[config.mk]
export PLATFORM = sky130hd
export DESIGN_NAME = video_timing_gen15k
export DESIGN_NICKNAME = d
export VERILOG_FILES = /design/src/rtl/video_timing_pkg.sv /design/src/rtl/sync_window_cmp.sv /design/src/rtl/video_timing_gen15k.sv
export SDC_FILE = /design/constraint.sdc
export NUM_CORES = 1
export LEC_CHECK = 0
export ABC_AREA = 1
export CAP_MARGIN = 20
export CORE_ASPECT_RATIO = 1.1
export CORE_MARGIN = 2
export CORE_UTILIZATION = 50
export DETAILED_ROUTE_END_ITERATION = 8
export DONT_BUFFER_PORTS = 1
export PLACE_DENSITY = 0.62
export SLEW_MARGIN = 30
export SYNTH_ARGS = -nofsm -noshare
export SYNTH_HDL_FRONTEND = slang
export SYNTH_SLANG_ARGS = --single-unit
[constraint.sdc]
create_clock -name clk -period 3.15 [get_ports clk]
set_input_delay 0.945 -clock clk [delete_from_list [all_inputs] [get_ports clk]]
set_output_delay 0.945 -clock clk [all_outputs]
set_load 0.005 [all_outputs]
[src/rtl/video_timing_pkg.sv]
// ============================================================================
// Module   : video_timing_pkg
// Purpose  : PAL 48K raster defaults shared by the timing source and scandoubler
// Revision : 1.0
// ============================================================================
`default_nettype none

package video_timing_pkg;

    localparam int PAL_HTOTAL       = 448;
    localparam int PAL_VTOTAL       = 312;
    localparam int PAL_HBLANK_START = 320;
    localparam int PAL_HBLANK_END   = 416;
    localparam int PAL_HSYNC_START  = 344;
    localparam int PAL_HSYNC_LEN    = 32;
    localparam int PAL_VBLANK_START = 248;
    localparam int PAL_VBLANK_END   = 256;
    localparam int PAL_VSYNC_START  = 248;
    localparam int PAL_VSYNC_LINES  = 4;

    localparam int RGB_W   = 9;
    localparam int CNT_W   = 9;
    localparam int CMP_W   = 10;

    // Length of a half-open [start, stop) window on a ring of 'total' positions.
    function automatic logic [CMP_W-1:0] win_len(input int start, input int stop, input int total);
        if (stop >= start)
            return CMP_W'(stop - start);
        else
            return CMP_W'(stop + total - start);
    endfunction

endpackage

`default_nettype wire

[src/rtl/sync_window_cmp.sv]
// ============================================================================
// Module   : sync_window_cmp
// Purpose  : membership test pos in [start, start+len) modulo total
// Revision : 1.0
// ============================================================================
`default_nettype none

module sync_window_cmp
    import video_timing_pkg::*;
(
    input  logic [CMP_W-1:0] pos_i,
    input  logic [CMP_W-1:0] start_i,
    input  logic [CMP_W-1:0] len_i,
    input  logic [CMP_W-1:0] total_i,
    output logic             in_o
);

    logic [CMP_W:0] w_dist;

    // Distance from start going forward around the ring; one extra bit holds pos+total.
    always_comb begin
        if (pos_i >= start_i)
            w_dist = {1'b0, pos_i} - {1'b0, start_i};
        else
            w_dist = {1'b0, pos_i} + {1'b0, total_i} - {1'b0, start_i};
        in_o = (w_dist < {1'b0, len_i});
    end

endmodule

`default_nettype wire

[src/rtl/video_timing_gen15k.sv]
// ============================================================================
// Module   : video_timing_gen15k
// Purpose  : 15 kHz raster counters, sync generation and blanked RGB output
// Revision : 1.0
// ============================================================================
`default_nettype none

module video_timing_gen15k
    import video_timing_pkg::*;
#(
    parameter int HTOTAL       = PAL_HTOTAL,
    parameter int VTOTAL       = PAL_VTOTAL,
    parameter int HBLANK_START = PAL_HBLANK_START,
    parameter int HBLANK_END   = PAL_HBLANK_END,
    parameter int HSYNC_START  = PAL_HSYNC_START,
    parameter int HSYNC_LEN    = PAL_HSYNC_LEN,
    parameter int VBLANK_START = PAL_VBLANK_START,
    parameter int VBLANK_END   = PAL_VBLANK_END,
    parameter int VSYNC_START  = PAL_VSYNC_START,
    parameter int VSYNC_LINES  = PAL_VSYNC_LINES
)(
    input  logic             clk,
    input  logic             rst,
    input  logic             pixen,
    input  logic             csync_mode,
    input  logic [RGB_W-1:0] rgb_in,
    output logic [CNT_W-1:0] hc,
    output logic [CNT_W-1:0] vc,
    output logic             line_start,
    output logic             frame_start,
    output logic [2:0]       ro,
    output logic [2:0]       go,
    output logic [2:0]       bo,
    output logic             hsync_n,
    output logic             vsync_n,
    output logic             csync_n,
    output logic             blank
);

    localparam logic [CNT_W-1:0] C_HLAST    = CNT_W'(HTOTAL - 1);
    localparam logic [CNT_W-1:0] C_VLAST    = CNT_W'(VTOTAL - 1);
    localparam logic [CNT_W-1:0] C_HHALF    = CNT_W'(HTOTAL / 2);
    localparam logic [CNT_W-1:0] C_SERR_LEN = CNT_W'(HTOTAL / 2 - HSYNC_LEN);
    localparam logic [CMP_W-1:0] C_HTOT     = CMP_W'(HTOTAL);
    localparam logic [CMP_W-1:0] C_VTOT     = CMP_W'(VTOTAL);
    localparam logic [CMP_W-1:0] C_HBL_LEN  = win_len(HBLANK_START, HBLANK_END, HTOTAL);
    localparam logic [CMP_W-1:0] C_VBL_LEN  = win_len(VBLANK_START, VBLANK_END, VTOTAL);

    logic [CNT_W-1:0] hc_q, hc_d, vc_q, vc_d;
    logic [RGB_W-1:0] rgb_q, rgb_d;
    logic             blank_q, blank_d, hsync_q, hsync_d, vsync_q, vsync_d, csync_q, csync_d;
    logic             line_q, line_d, frame_q, frame_d;

    logic             w_hblank, w_vblank, w_hs, w_vs, w_serr;
    logic [CNT_W-1:0] w_hphase;

    sync_window_cmp u_hblank (.pos_i({1'b0, hc_q}), .start_i(CMP_W'(HBLANK_START)),
                              .len_i(C_HBL_LEN), .total_i(C_HTOT), .in_o(w_hblank));
    sync_window_cmp u_vblank (.pos_i({1'b0, vc_q}), .start_i(CMP_W'(VBLANK_START)),
                              .len_i(C_VBL_LEN), .total_i(C_VTOT), .in_o(w_vblank));
    sync_window_cmp u_hs     (.pos_i({1'b0, hc_q}), .start_i(CMP_W'(HSYNC_START)),
                              .len_i(CMP_W'(HSYNC_LEN)), .total_i(C_HTOT), .in_o(w_hs));
    sync_window_cmp u_vs     (.pos_i({1'b0, vc_q}), .start_i(CMP_W'(VSYNC_START)),
                              .len_i(CMP_W'(VSYNC_LINES)), .total_i(C_VTOT), .in_o(w_vs));

    // Serrated vsync: broad pulse at the start of each half line.
    assign w_hphase = (hc_q >= C_HHALF) ? (hc_q - C_HHALF) : hc_q;
    assign w_serr   = (w_hphase < C_SERR_LEN);

    always_comb begin
        hc_d    = hc_q;
        vc_d    = vc_q;
        rgb_d   = rgb_q;
        blank_d = blank_q;
        hsync_d = hsync_q;
        vsync_d = vsync_q;
        csync_d = csync_q;
        line_d  = pixen && (hc_q == '0);
        frame_d = pixen && (hc_q == '0) && (vc_q == '0);
        if (pixen) begin
            if (hc_q == C_HLAST) begin
                hc_d = '0;
                vc_d = (vc_q == C_VLAST) ? '0 : vc_q + 1'b1;
            end else begin
                hc_d = hc_q + 1'b1;
            end
            blank_d = w_hblank | w_vblank;
            rgb_d   = (w_hblank | w_vblank) ? '0 : rgb_in;
            hsync_d = ~w_hs;
            vsync_d = ~w_vs;
            if (csync_mode)
                csync_d = w_vs ? ~w_serr : ~w_hs;
            else
                csync_d = ~(w_hs ^ w_vs);
        end
    end

    always_ff @(posedge clk or posedge rst) begin
        if (rst) begin
            hc_q    <= '0;
            vc_q    <= '0;
            rgb_q   <= '0;
            blank_q <= 1'b1;
            hsync_q <= 1'b1;
            vsync_q <= 1'b1;
            csync_q <= 1'b1;
            line_q  <= 1'b0;
            frame_q <= 1'b0;
        end else begin
            hc_q    <= hc_d;
            vc_q    <= vc_d;
            rgb_q   <= rgb_d;
            blank_q <= blank_d;
            hsync_q <= hsync_d;
            vsync_q <= vsync_d;
            csync_q <= csync_d;
            line_q  <= line_d;
            frame_q <= frame_d;
        end
    end

    assign hc          = hc_q;
    assign vc          = vc_q;
    assign ro          = rgb_q[8:6];
    assign go          = rgb_q[5:3];
    assign bo          = rgb_q[2:0];
    assign blank       = blank_q;
    assign hsync_n     = hsync_q;
    assign vsync_n     = vsync_q;
    assign csync_n     = csync_q;
    assign line_start  = line_q;
    assign frame_start = frame_q;

endmodule

`default_nettype wire
### Word-level counts from Yosys, hierarchy flattened

Cells that the tools add are included.

* bits in registers: 33
* output and inout bits: 33
* logic and storage cells: 51

* add/sub/neg operators: 11
* magnitude comparators: 9
* equal/unequal tests: 2
* mux-type cells: 9
* bitwise logic cells: 6
* reduce and logical (&&, ||, !) cells: 5

Operators by type and width (number)
* 9-bit 2-to-1 mux: 4
* 11-bit 2-to-1 mux: 3
* 11-bit by 9-bit subtractor with 11-bit output, second input constant: 2
* 9-bit by 9-bit adder with 10-bit output, second input constant: 2
* 9-bit by 9-bit subtractor with 10-bit output, second input constant: 2
* 9-bit by 1-bit adder with 9-bit output, second input constant: 2
* 9-bit equality test, second input constant: 2
* 9-bit by 8-bit greater-or-equal comparator with 1-bit output, second input constant: 2
* 9-bit greater-or-equal comparator, second input constant: 2
* 9-bit zero test: 2
* 11-bit by 3-bit < comparator with 1-bit output, second input constant: 1
* 11-bit by 4-bit < comparator with 1-bit output, second input constant: 1
* 11-bit by 6-bit < comparator with 1-bit output, second input constant: 1
* 11-bit by 7-bit < comparator with 1-bit output, second input constant: 1
* 11-bit by 8-bit subtractor with 11-bit output, second input constant: 1
* 9-bit by 8-bit subtractor with 10-bit output, second input constant: 1
* 9-bit by 8-bit < comparator with 1-bit output, second input constant: 1
* 9-bit by 8-bit subtractor with 9-bit output, second input constant: 1
* 1-bit NOT: 4
* 1-bit logical AND: 2
* 1-bit 2-to-1 mux: 2
* 2-bit AND reduction: 1
* 1-bit bitwise OR: 1
* 1-bit bitwise XOR: 1

### Longest topological paths before layout

Gate-level depths: netlist of the first run.

* depth in word-level cells: 7
* mapped depth: 16
* gate-level depth less buffers: 16

### Cells and area by module

From an unflattened synthesis of the first run, not the netlist that was laid out.

* cells, all modules: 1266
* area total of the unflattened synthesis: 8499.4 sq um

Modules (own cells, without submodules)
* sync_window_cmp (u_vblank ...): instances 2, cells an instance 258, area an instance 1675.4 sq um, sequential area each 0.0 sq um
* sync_window_cmp (u_hblank): instances 1, cells an instance 276, area an instance 1736.7 sq um, sequential area each 0.0 sq um
* sync_window_cmp (u_hs): instances 1, cells an instance 273, area an instance 1707.9 sq um, sequential area each 0.0 sq um
* video_timing_gen15k: instances 1, cells an instance 201, area an instance 1704.1 sq um, sequential area each 830.8 sq um

### Worst setup path after synthesis of the first run

Ideal clock, no wire load.

* path kind: reg-to-reg
* start point: reg hc_q[6] (netlist: hc[6])
* end point: reg rgb_q[0]
* library setup time: 0.118 ns
* arrival: 2.026 ns
* required time: 3.032 ns
* slack: 1.006 ns
* stages on the path, launching flop included: 11
* clock period less this slack: 2.144 ns
* cell sequence: dfrtp_1 -> clkinv_1 -> ha_1 -> inv_1 -> ha_1 -> o21ai_0 -> o211ai_1 -> nand2_1 -> nand4_4 -> nand3_1 -> nand2_1

* longest elaborated chain between the ends: 6

RTL lines
* from (decl): RTL line video_timing_gen15k.sv:49 `logic [CNT_W-1:0] hc_q, hc_d, vc_q, vc_d;`
* from (signal assigned): RTL line video_timing_gen15k.sv:100 `hc_q <= '0;`
* from (signal assigned): RTL line video_timing_gen15k.sv:110 `hc_q <= hc_d;`
* 9-bit by 9-bit adder with 10-bit output: RTL line sync_window_cmp.sv:25 `w_dist = {1'b0, pos_i} + {1'b0, total_i} - {1'b0, start_i};`
* 11-bit by 9-bit subtractor with 11-bit output: RTL line sync_window_cmp.sv:25
* 11-bit 2-to-1 mux *: RTL line sync_window_cmp.sv:22 `if (pos_i >= start_i)`
* 11-bit by 7-bit < comparator with 1-bit output *: RTL line sync_window_cmp.sv:26 `in_o = (w_dist < {1'b0, len_i});`
* 1-bit bitwise OR *: RTL line video_timing_gen15k.sv:88 `rgb_d = (w_hblank | w_vblank) ? '0 : rgb_in;`
* 9-bit 2-to-1 mux *: RTL line video_timing_gen15k.sv:88
* to (signal assigned): RTL line video_timing_gen15k.sv:112 `rgb_q <= rgb_d;`
* to (decl): RTL line video_timing_gen15k.sv:50 `logic [RGB_W-1:0] rgb_q, rgb_d;`

Every way passes the cells marked *; elsewhere a longest branch is shown, timed or not.
A chain may end at the register's enable or synchronous reset.

### Final worst setup path of the first run

* start point: reg hc_q[6] (netlist: hc[6])
* end point: reg rgb_q[4]

Same word-level chain as after synthesis.

==> results of run 1 <==
==> cell type report <==
class                      instances  area share [%]
timing repair buffer               1          0.3047
clock inverter                     2          0.4063
clock buffer                       6           2.946
inverter                          46           7.009
tap                               54           2.743
multi-input combinational        231           52.87
sequential                        33           33.72
==> cells by family (layout without fill, tap and decap cells) <==
| group | after synthesis | after routing |
|---|---|---|
| AO/OA/AOI/OAI | 32 | 32 |
| XOR/XNOR | 6 | 6 |
| adder cells (fa/ha/maj) | 22 | 22 |
| buffers and inverters | 49 | 55 |
| flip-flops | 33 | 33 |
| AND/OR/NAND/NOR | 171 | 171 |
==> layout by cell type, fill, tap and decap left out, drive strengths merged, types with 5 or more instances in the layout <==
master and n:
a21oi 11, clkbuf 6, clkinv 5, dfrtp 29
ha 22, inv 43, nand2 97, nand3 33
nand4 7, nor2 24, nor3 8, o21ai 13
xor2 5
==> sequential cells by signal (all words and copies together), names as in the netlist <==
name,flops
hsync_n,1
blank,1
vsync_n,1
line_start,1
frame_start,1
hc,9
csync_n,1
vc,9
rgb_q,9
==> per-stage QoR <==
step                      worst slack [ps]  hold slack [ps]  total power [mW]  utilization (%)  std cells
after floorplan                       1006            457.2            0.6735                -        313
after global placement               751.6            478.2            0.7203            54.37        365
after detailed placement             640.3            477.6            0.7232            54.37        365
after CTS                            620.2            489.2             1.030            56.26        373
after global routing                 406.6            495.7             1.089            56.26        373
final                                641.3            485.5             1.018            56.26        373
==> worst max-delay path: cells and delay by family (launching register included) <==
| family | cells | cell delay [ps] |
|---|---|---|
| flops | 1 | 570 |
| simple gates | 4 | 510 |
| fa+ha+maj | 2 | 590 |
| compound gates | 2 | 280 |
| buf+inv | 2 | 450 |
==> path summary, 6_finish.rpt <==
| path | slack [ps] | end | cells after the start | startpoint |
|---|---|---|---|---|
| max | 640 | rgb_q[4] | 10 | hc[6] |
| min in group asynchronous | 600 | rgb_q[5] | 1 | rst |
| min | 490 | csync_n | 2 | csync_n |
| min reg2reg | 490 | csync_n | 2 | csync_n |
| max reg2reg | 640 | rgb_q[4] | 10 | hc[6] |
| max in group asynchronous | 1880 | hc[8] | 2 | rst |
==> where the power goes <==
part / leakage (nW) / switching (mW) / internal (mW)
logic: 0.886 / 0.131 / 0.0677
clock network: 0.0450 / 0.153 / 0.153
registers: 0.401 / 0.0524 / 0.461
==> per-layer routing <==
| metal | vias to the layer above | wire, microns |
|---|---|---|
| met1 | 931 | 2294 |
| li1 | 1013 | - |
| met2 | 47 | 2673 |
| met3 | 2 | 212 |
| met4 | 0 | 24 |
| met5 | - | 0 |
==> flow_metrics.env, run 1 <==
export IMPL_synth_edff_count=0
export IMPL_fin_tns_setup_ps=0
export IMPL_path_class="reg2reg"
export IMPL_grtUsageMet2_pct=36.00
export IMPL_asyncSetResetFlopFracSynth_pct=100.0
export IMPL_yosysWarnings=0
export IMPL_required_ps=3310
export IMPL_ys_seq_elements=33
export IMPL_rsz0062_at_grt="false"
export IMPL_firstDrtPassIters=4
export IMPL_portBuffers=0
export IMPL_critPathMaxStageDelay_ps=570
export IMPL_start_util_pct=52.94
export IMPL_synthCells=313
export IMPL_regArea_sq_um=830.8
export IMPL_diodes=0
export IMPL_vias=1993
export IMPL_path_cells="clkinv_1 > ha_1 > inv_1 > ha_1 > o21ai_0 > o211ai_1 > nand2_1 > nand4_4 > nand3_1 > nand2_1"
export IMPL_tightest_slew_ps=562.9
export IMPL_yosys_top_cells_count="nand2_1 (93), inv_1 (41), nand3_1 (32)"
export IMPL_fmax_mhz=398.6
export IMPL_synthMuxAreaShare_pct=0
export IMPL_drive_gt1_share_pct=8.777
export IMPL_place_area_sq_um=2381
export IMPL_synth_simple_area_share_pct=34.16
export IMPL_finalClockSkew_ps=2.112
export IMPL_p_leak_nw=1.332
export IMPL_final_area_sq_um=2464
export IMPL_maxSlewViolCount=0
export IMPL_endpoint_kind="flop"
export IMPL_dp_hpwl_microns=4003
export IMPL_period_share_pct=79.64
export IMPL_synth_compound_area_share_pct=7.879
export IMPL_cts_buffers=5
export IMPL_ant_nets=0
export IMPL_grt_ovfl_total=0
export IMPL_synth_adder_area_share_pct=11.87
export IMPL_grt_first_pass_wirelength_microns=8418
export IMPL_multiInputGateArea_sq_um=1303
export IMPL_clockRootBuffer="clkbuf_8"
export IMPL_grt_pass1_vias=1759
export IMPL_ys_top_cells_by_area="dfrtp_1 (31%), nand2_1 (15%), ha_1 (12%)"
export IMPL_drv_cap=0
export IMPL_fill_cells=428
export IMPL_area_growth_pct=6.260
export IMPL_cts_clk_slew_worst_paths_ps=70
export IMPL_hold_class="reg2reg"
export IMPL_antenna_found_initial=0
export IMPL_vdd_ir_drop_max_mv=0.3098
export IMPL_synthesis_area_sq_um=2318
export IMPL_die_area_sq_um=5198
export IMPL_chipHeight_microns=75.42
export IMPL_viasPerCell=5.343
export IMPL_status="completed"
export IMPL_cts_hold_buf=0
export IMPL_gp_congestion=0.8122
export IMPL_clock_path_buffers=2
export IMPL_wl_microns=5205
export IMPL_synth_nets=348
export IMPL_core_region_area_sq_um=4379
export IMPL_grt_max_degree=20
export IMPL_cts_tree="built"
export IMPL_min_period_ps=2509
export IMPL_worstPathMaxFanout=11
export IMPL_rows=25
export IMPL_setup_viol=0
export IMPL_avgSynthCellArea_sq_um=7.407
export IMPL_cts_setup_buffers=0
export IMPL_drc=0
export IMPL_synth_largest_area_cell="dfrtp_1"
export IMPL_drtIter0Drc=112
export IMPL_ys_flop_type="dfrtp_1"
export IMPL_synth_xor_area_share_pct=2.267
export IMPL_ys_seq_area_share_pct=35.83
export IMPL_h_tree_depth=2
export IMPL_post_cts_resized=0
export IMPL_ios=46
export IMPL_clkLatencyLatePin_ps=270
export IMPL_arrival_ps=2670
export IMPL_grt_util_met3_pct=4.431
export IMPL_worst_path_max_delay_cell="dfrtp_1"
export IMPL_grt_met1_usage_pct=28.32
export IMPL_synth_top_family_by_area="simple AND/OR/NAND/NOR gates"
export IMPL_busiest_layer="met2"
export IMPL_grtUsageTotal_pct=21.48
export IMPL_clock_sinks=33
export IMPL_maxSlewHeadroom_pct=62.43
export IMPL_p_per_area_nw_per_um2=413.1
export IMPL_final_nets=353
export IMPL_yosysTopAreaCellShare_pct=31.30
export IMPL_cp_start_kind="flop"
export IMPL_finalHoldViolCount=0
export IMPL_wire_per_inst_microns=13.95
export IMPL_die_w_microns=68.93
export IMPL_synth_cell_type_count=34
export IMPL_post_synth_top_count_cell="nand2_1"
(Power assumes the default switching activity.)
==> run 2, diff against run 1 <==
--- a/config.mk
+++ b/config.mk
@@ -12,7 +12,7 @@
 export CORE_UTILIZATION = 50
 export DETAILED_ROUTE_END_ITERATION = 8
 export DONT_BUFFER_PORTS = 1
-export PLACE_DENSITY = 0.62
+export PLACE_DENSITY = 0.65
 export SLEW_MARGIN = 30
 export SYNTH_ARGS = -nofsm -noshare
 export SYNTH_HDL_FRONTEND = slang
==> constraint.sdc (replaced) <==
create_clock -name clk -period 2.3 [get_ports clk]
set_input_delay 0.69 -clock clk [delete_from_list [all_inputs] [get_ports clk]]
set_output_delay 0.69 -clock clk [all_outputs]
set_load 0.005 [all_outputs]
==> flow_metrics.env, run 2 (synthesis results as in run 1) <==
export IMPL_die_w_microns=68.93
export IMPL_period_share_pct=84.87
export IMPL_vias=2005
export IMPL_setup_ws_ps=348.0
export IMPL_required_ps=2480
export IMPL_cts_setup_buffers=0
export IMPL_worstPathMaxFanout=10
export IMPL_ios=46
export IMPL_ant_nets=0
export IMPL_finalClockSkew_ps=5.973
export IMPL_hold_class="in2async"
export IMPL_final_common_cell="nand2_1"
export IMPL_cp_start_kind="flop"
export IMPL_grt_first_pass_wirelength_microns=8569
export IMPL_die_area_sq_um=5198
export IMPL_maxSlewHeadroom_pct=69.92
export IMPL_setup_viol=0
export IMPL_gp_congestion=0.8299
export IMPL_final_util_pct=58.06
export IMPL_maxSlewViolCount=0
export IMPL_p_per_area_nw_per_um2=607.8
export IMPL_core_region_area_sq_um=4379
export IMPL_fill_cells=438
export IMPL_cts_buffers=5
export IMPL_drive_gt1_share_pct=10.46
export IMPL_cts_tree="built"
export IMPL_finalHoldViolCount=0
export IMPL_place_area_sq_um=2426
export IMPL_drtIter0Drc=125
export IMPL_grt_max_degree=34
export IMPL_area_growth_pct=9.660
export IMPL_portBuffers=0
export IMPL_antenna_found_initial=0
export IMPL_drc=0
export IMPL_min_period_ps=1952
export IMPL_p_leak_nw=1.376
export IMPL_status="completed"
export IMPL_viasPerCell=5.290
export IMPL_grtUsageTotal_pct=22.12
export IMPL_placed_cells=371
export IMPL_wire_per_inst_microns=14.14
export IMPL_endpoint_kind="flop"
export IMPL_layout_cells_non_filler=379
export IMPL_firstDrtPassIters=5
export IMPL_path_class="reg2reg"
export IMPL_clkLatencyLatePin_ps=290
export IMPL_h_tree_depth=2
export IMPL_final_cell_mix="nand2_1 (93), inv_1 (41), nand3_1 (32), dfrtp_1 (29), ha_1 (22)"
export IMPL_clockRootBuffer="clkbuf_8"
export IMPL_wl_microns=5360
export IMPL_rows=25
export IMPL_tightest_slew_ps=450.6
export IMPL_grt_pass1_vias=1887
export IMPL_fin_tns_setup_ps=0
export IMPL_start_util_pct=52.94
export IMPL_cts_clk_slew_worst_paths_ps=70
export IMPL_place_ws_ps=354.9
export IMPL_fmax_mhz=512.3
export IMPL_arrival_ps=2130
export IMPL_final_area_sq_um=2542
export IMPL_post_cts_resized=0
export IMPL_cts_hold_buf=0
export IMPL_clock_path_buffers=2
export IMPL_grt_ovfl_total=0
export IMPL_vdd_ir_drop_max_mv=0.3349
export IMPL_chipHeight_microns=75.42
export IMPL_rsz0062_at_grt="false"
export IMPL_final_nets=359
export IMPL_drv_cap=0
export IMPL_clock_sinks=33
export IMPL_diodes=0
export IMPL_dp_hpwl_microns=4071
==> run 2: changes by cell type in the layout (fill, tap and decap cells not counted) <==
cell | before | now
buf_4 | 1 | 7
clkinv_2 | 2 | 0
bufinv_16 | 0 | 1
clkbuf_8 | 5 | 6
==> run 2: layer usage <==
layer  track usage, %  share of wire [%]  vias to the layer above
met5                0                  0                        -
met4            7.407                1.3                        0
met3            5.170                4.8                        7
met2            38.35                 49                       43
met1            26.90                 44                      929
li1                 -                  -                     1026
==> run 2: final cells by class <==
| class | count | area [sq um] | area share (%) |
|---|---|---|---|
| Tap cell | 54 | 67.56 | 2.657 |
| Multi-Input combinational cell | 231 | 1303 | 51.23 |
| Clock buffer | 7 | 86.33 | 3.396 |
| Inverter | 46 | 172.7 | 6.791 |
| Timing Repair Buffer | 7 | 52.55 | 2.067 |
| Clock inverter | 1 | 30.03 | 1.181 |
| Sequential cell | 33 | 830.8 | 32.68 |
==> run 2: worst max-delay path, stage by stage (launching register included) <==
cell and delay, ps:
dfrtp_1 420, inv_1 130, ha_1 170, inv_1 40, nor3_1 120, nand3_1 170
nor2_1 170, nor2_2 70, inv_2 60, nand2_1 50, nand3_1 100, nand4_4 160
nand3_1 120, nand2_1 60
==> run 2: through the flow <==
step | hold slack (ps) | total power [mW]
2_1_floorplan | 457.2 | 0.9224
3_3_place_gp | 480.1 | 0.9847
3_5_place_dp | 482.4 | 0.9886
4_1_cts | 390.9 | 1.564
5_1_grt | 420.0 | 1.636
6_report | 384.3 | 1.545
==> run 2: report_power, final <==
part / internal [mW] / total (mW) / switching [mW]
Combinational: 0.0958 / 0.278 / 0.182
Clock: 0.353 / 0.568 / 0.214
Sequential: 0.631 / 0.700 / 0.0683
Total: 1.08 / 1.55 / 0.465
==> run 2: final timing paths <==
kind | from | end | slack (ps) | cells after the start
worst max-delay path | hc[0] | rgb_q[4] | 350 | 13
max in group asynchronous | rst | csync_n | 1580 | 2
worst min register to register | hsync_n | hsync_n | 490 | 2
min in group clk | hsync_n | hsync_n | 490 | 2
worst max register to register | hc[0] | rgb_q[4] | 350 | 13
worst min-delay path | rst | rgb_q[4] | 380 | 2
==> run 3, diff against run 2 <==
--- a/config.mk
+++ b/config.mk
@@ -5,7 +5,7 @@
 export SDC_FILE = /design/constraint.sdc
 export NUM_CORES = 1
 export LEC_CHECK = 0
-export ABC_AREA = 1
+export ABC_AREA = 0
 export CAP_MARGIN = 20
 export CORE_ASPECT_RATIO = 1.1
 export CORE_MARGIN = 2
==> constraint.sdc (replaced) <==
create_clock -name clk -period 1.6 [get_ports clk]
set_input_delay 0.48 -clock clk [delete_from_list [all_inputs] [get_ports clk]]
set_output_delay 0.48 -clock clk [all_outputs]
set_load 0.005 [all_outputs]
==> flow_metrics.env, run 3 <==
export IMPL_synth_nets=273
export IMPL_chipHeight_microns=73.41
export IMPL_clock_path_buffers=2
export IMPL_p_int_mw=2.074
export IMPL_placed_cells=344
export IMPL_arrival_ps=2360
export IMPL_drive_gt1_share_pct=44.05
export IMPL_path_cells="ha_4 > and3_4 > or3b_1 > a211o_1 > a221oi_4 > a211oi_4 > a22o_1"
export IMPL_worst_path_max_delay_cell="dfrtp_2"
export IMPL_maxSlewHeadroom_pct=63.22
export IMPL_layout_cells_non_filler=365
export IMPL_dp_hpwl_microns=4722
export IMPL_clock_sinks=33
export IMPL_cp_start_kind="flop"
export IMPL_maxSlewViolCount=0
export IMPL_synthCells=238
export IMPL_power_mw=3.420
export IMPL_grtUsageTotal_pct=27.42
export IMPL_grt_pass1_vias=2214
export IMPL_vias=2176
export IMPL_holdWs_ps=107.0
export IMPL_yosysTopAreaCellShare_pct=33.14
export IMPL_switchingPower_mw=1.346
export IMPL_cts_hold_buf=0
export IMPL_critPathMaxStageDelay_ps=420
export IMPL_grt_max_degree=21
export IMPL_combPwrFrac_pct=49.3
export IMPL_rsz0062_at_grt="true"
export IMPL_core_region_area_sq_um=4254
export IMPL_wl_microns=6513
export IMPL_yosys_top_cells_count="dfrtp_1 (29), ha_1 (22), inv_1 (19), nand2_1 (19), nor2_1 (16)"
export IMPL_period_share_pct=137.0
export IMPL_power_clock_fraction_pct=17.8
export IMPL_fmax_mhz=456.1
export IMPL_cts_buffers=5
export IMPL_h_tree_depth=2
export IMPL_status="complete, but fails checks"
export IMPL_fin_tns_setup_ps=-10160
export IMPL_diodes=0
export IMPL_hold_class="in2async"
export IMPL_cts_tree="built"
export IMPL_required_ps=1770
export IMPL_firstDrtPassIters=4
export IMPL_endpoint_kind="flop"
export IMPL_ys_top_cells_by_area="dfrtp_1 (33%), ha_1 (13%), dfstp_2 (4.8%)"
export IMPL_viasPerCell=5.962
export IMPL_final_util_pct=75.82
export IMPL_p_seq_share_pct=32.9
export IMPL_cts_clk_slew_worst_paths_ps=70
export IMPL_portBuffers=0
export IMPL_path_class="reg2reg"
export IMPL_setup_ws_ps=-592.3
export IMPL_drv_cap=0
export IMPL_place_ws_ps=-580.1
export IMPL_min_period_ps=2192
export IMPL_p_per_area_nw_per_um2=1060
export IMPL_tightest_slew_ps=547.5
export IMPL_vdd_ir_drop_max_mv=0.9123
export IMPL_finalClockSkew_ps=10.64
export IMPL_ys_seq_area_share_pct=37.94
export IMPL_p_leak_nw=1.485
export IMPL_swShare_pct=39.35
export IMPL_start_util_pct=51.47
export IMPL_die_w_microns=67.10
export IMPL_gp_congestion=0.9672
export IMPL_worstPathMaxFanout=10
export IMPL_drc=0
export IMPL_violations="negative setup slack"
export IMPL_yosysWarnings=0
export IMPL_antenna_found_initial=0
export IMPL_avgSynthCellArea_sq_um=9.200
export IMPL_area_growth_pct=47.31
export IMPL_ant_nets=0
export IMPL_final_common_cell="buf_4"
export IMPL_ys_seq_elements=33
export IMPL_wire_per_inst_microns=17.84
export IMPL_drtIter0Drc=190
export IMPL_clockRootBuffer="clkbuf_8"
export IMPL_setup_viol=27
export IMPL_post_synth_top_count_cell="dfrtp_1"
export IMPL_asyncSetResetFlopFracSynth_pct=100.0
export IMPL_synth_cell_type_count=48
export IMPL_synth_edff_count=0
export IMPL_grt_ovfl_total=0
export IMPL_ios=46
export IMPL_die_area_sq_um=4925
export IMPL_rows=25
export IMPL_clkLatencyLatePin_ps=290
export IMPL_synthesis_area_sq_um=2190
export IMPL_place_area_sq_um=2829
export IMPL_ys_flop_type="dfrtp_1"
export IMPL_finalHoldViolCount=0
export IMPL_final_area_sq_um=3226
export IMPL_final_cell_mix="buf_4 (63), dfrtp_1 (25), inv_1 (16), ha_1 (16), nand2_1 (14)"
export IMPL_synth_largest_area_cell="dfrtp_1"
export IMPL_final_nets=345
export IMPL_grt_first_pass_wirelength_microns=10290
run 3: layout make-up:
type | count | area, sq um
multi-input combinational | 177 | 1567
inverter | 19 | 76.32
clock buffer | 6 | 72.57
fill | 297 | 1028
timing repair buffer | 74 | 596.8
sequential | 33 | 835.8
clock inverter | 2 | 10.01
tap | 54 | 67.56
run 3: power groups by stage:
stage	registers, mW	logic (mW)	clock network, mW
2_1_floorplan	1.13	0.816	0
3_3_place_gp	1.13	1.35	0
3_5_place_dp	1.13	1.41	0
4_1_cts	1.12	1.59	0.616
5_1_grt	1.15	1.83	0.669
6_report	1.13	1.69	0.607
run 3: worst max-delay path, delay by kind of cell, from the launching register on:
family / cells / cell delay [ps]
AO/OA/AOI/OAI: 4 / 970
AND/OR/NAND/NOR: 2 / 510
flip-flops: 1 / 420
adder cells (fa/ha/maj): 1 / 160
run 3: repair_timing:
item	CTS	global route
buffers inserted	11	3
endpoints found under the setup margin	29	28
resized for setup	31	19
pin swaps	17	11
run 3: path summary, 6_finish.rpt:
kind | from | end | slack, ps | depth (start not counted)
worst max register to register | vc[3] | rgb_q[2] | -590 | 7
worst min-delay path | rst | rgb_q[5] | 110 | 2
worst max-delay path | vc[3] | rgb_q[2] | -590 | 7
min in group clk | pixen | vsync_n | 250 | 1
max in group asynchronous | rst | hc[7] | 1220 | 2
worst min register to register | vsync_n | vsync_n | 480 | 2
run 3: kinds of logic after synthesis:
group                    count (synthesis)  synth area share, %
AND/OR/NAND/NOR                         80                18.46
flip-flops                              33                37.94
AO/OA/AOI/OAI                           61                19.89
buffers and inverters                   28                5.314
adder cells (fa/ha/maj)                 22                12.57
XOR/XNOR                                12                4.800
multiplexers                             2                1.028
run 3: routing by layer:
metal	vias to the layer above	part of all wire, %	global-route usage (%)
li1	1007	-	-
met1	1065	38	29.98
met2	78	53	49.17
met3	26	5.0	6.585
met4	0	4.0	12.93
met5	-	0	0
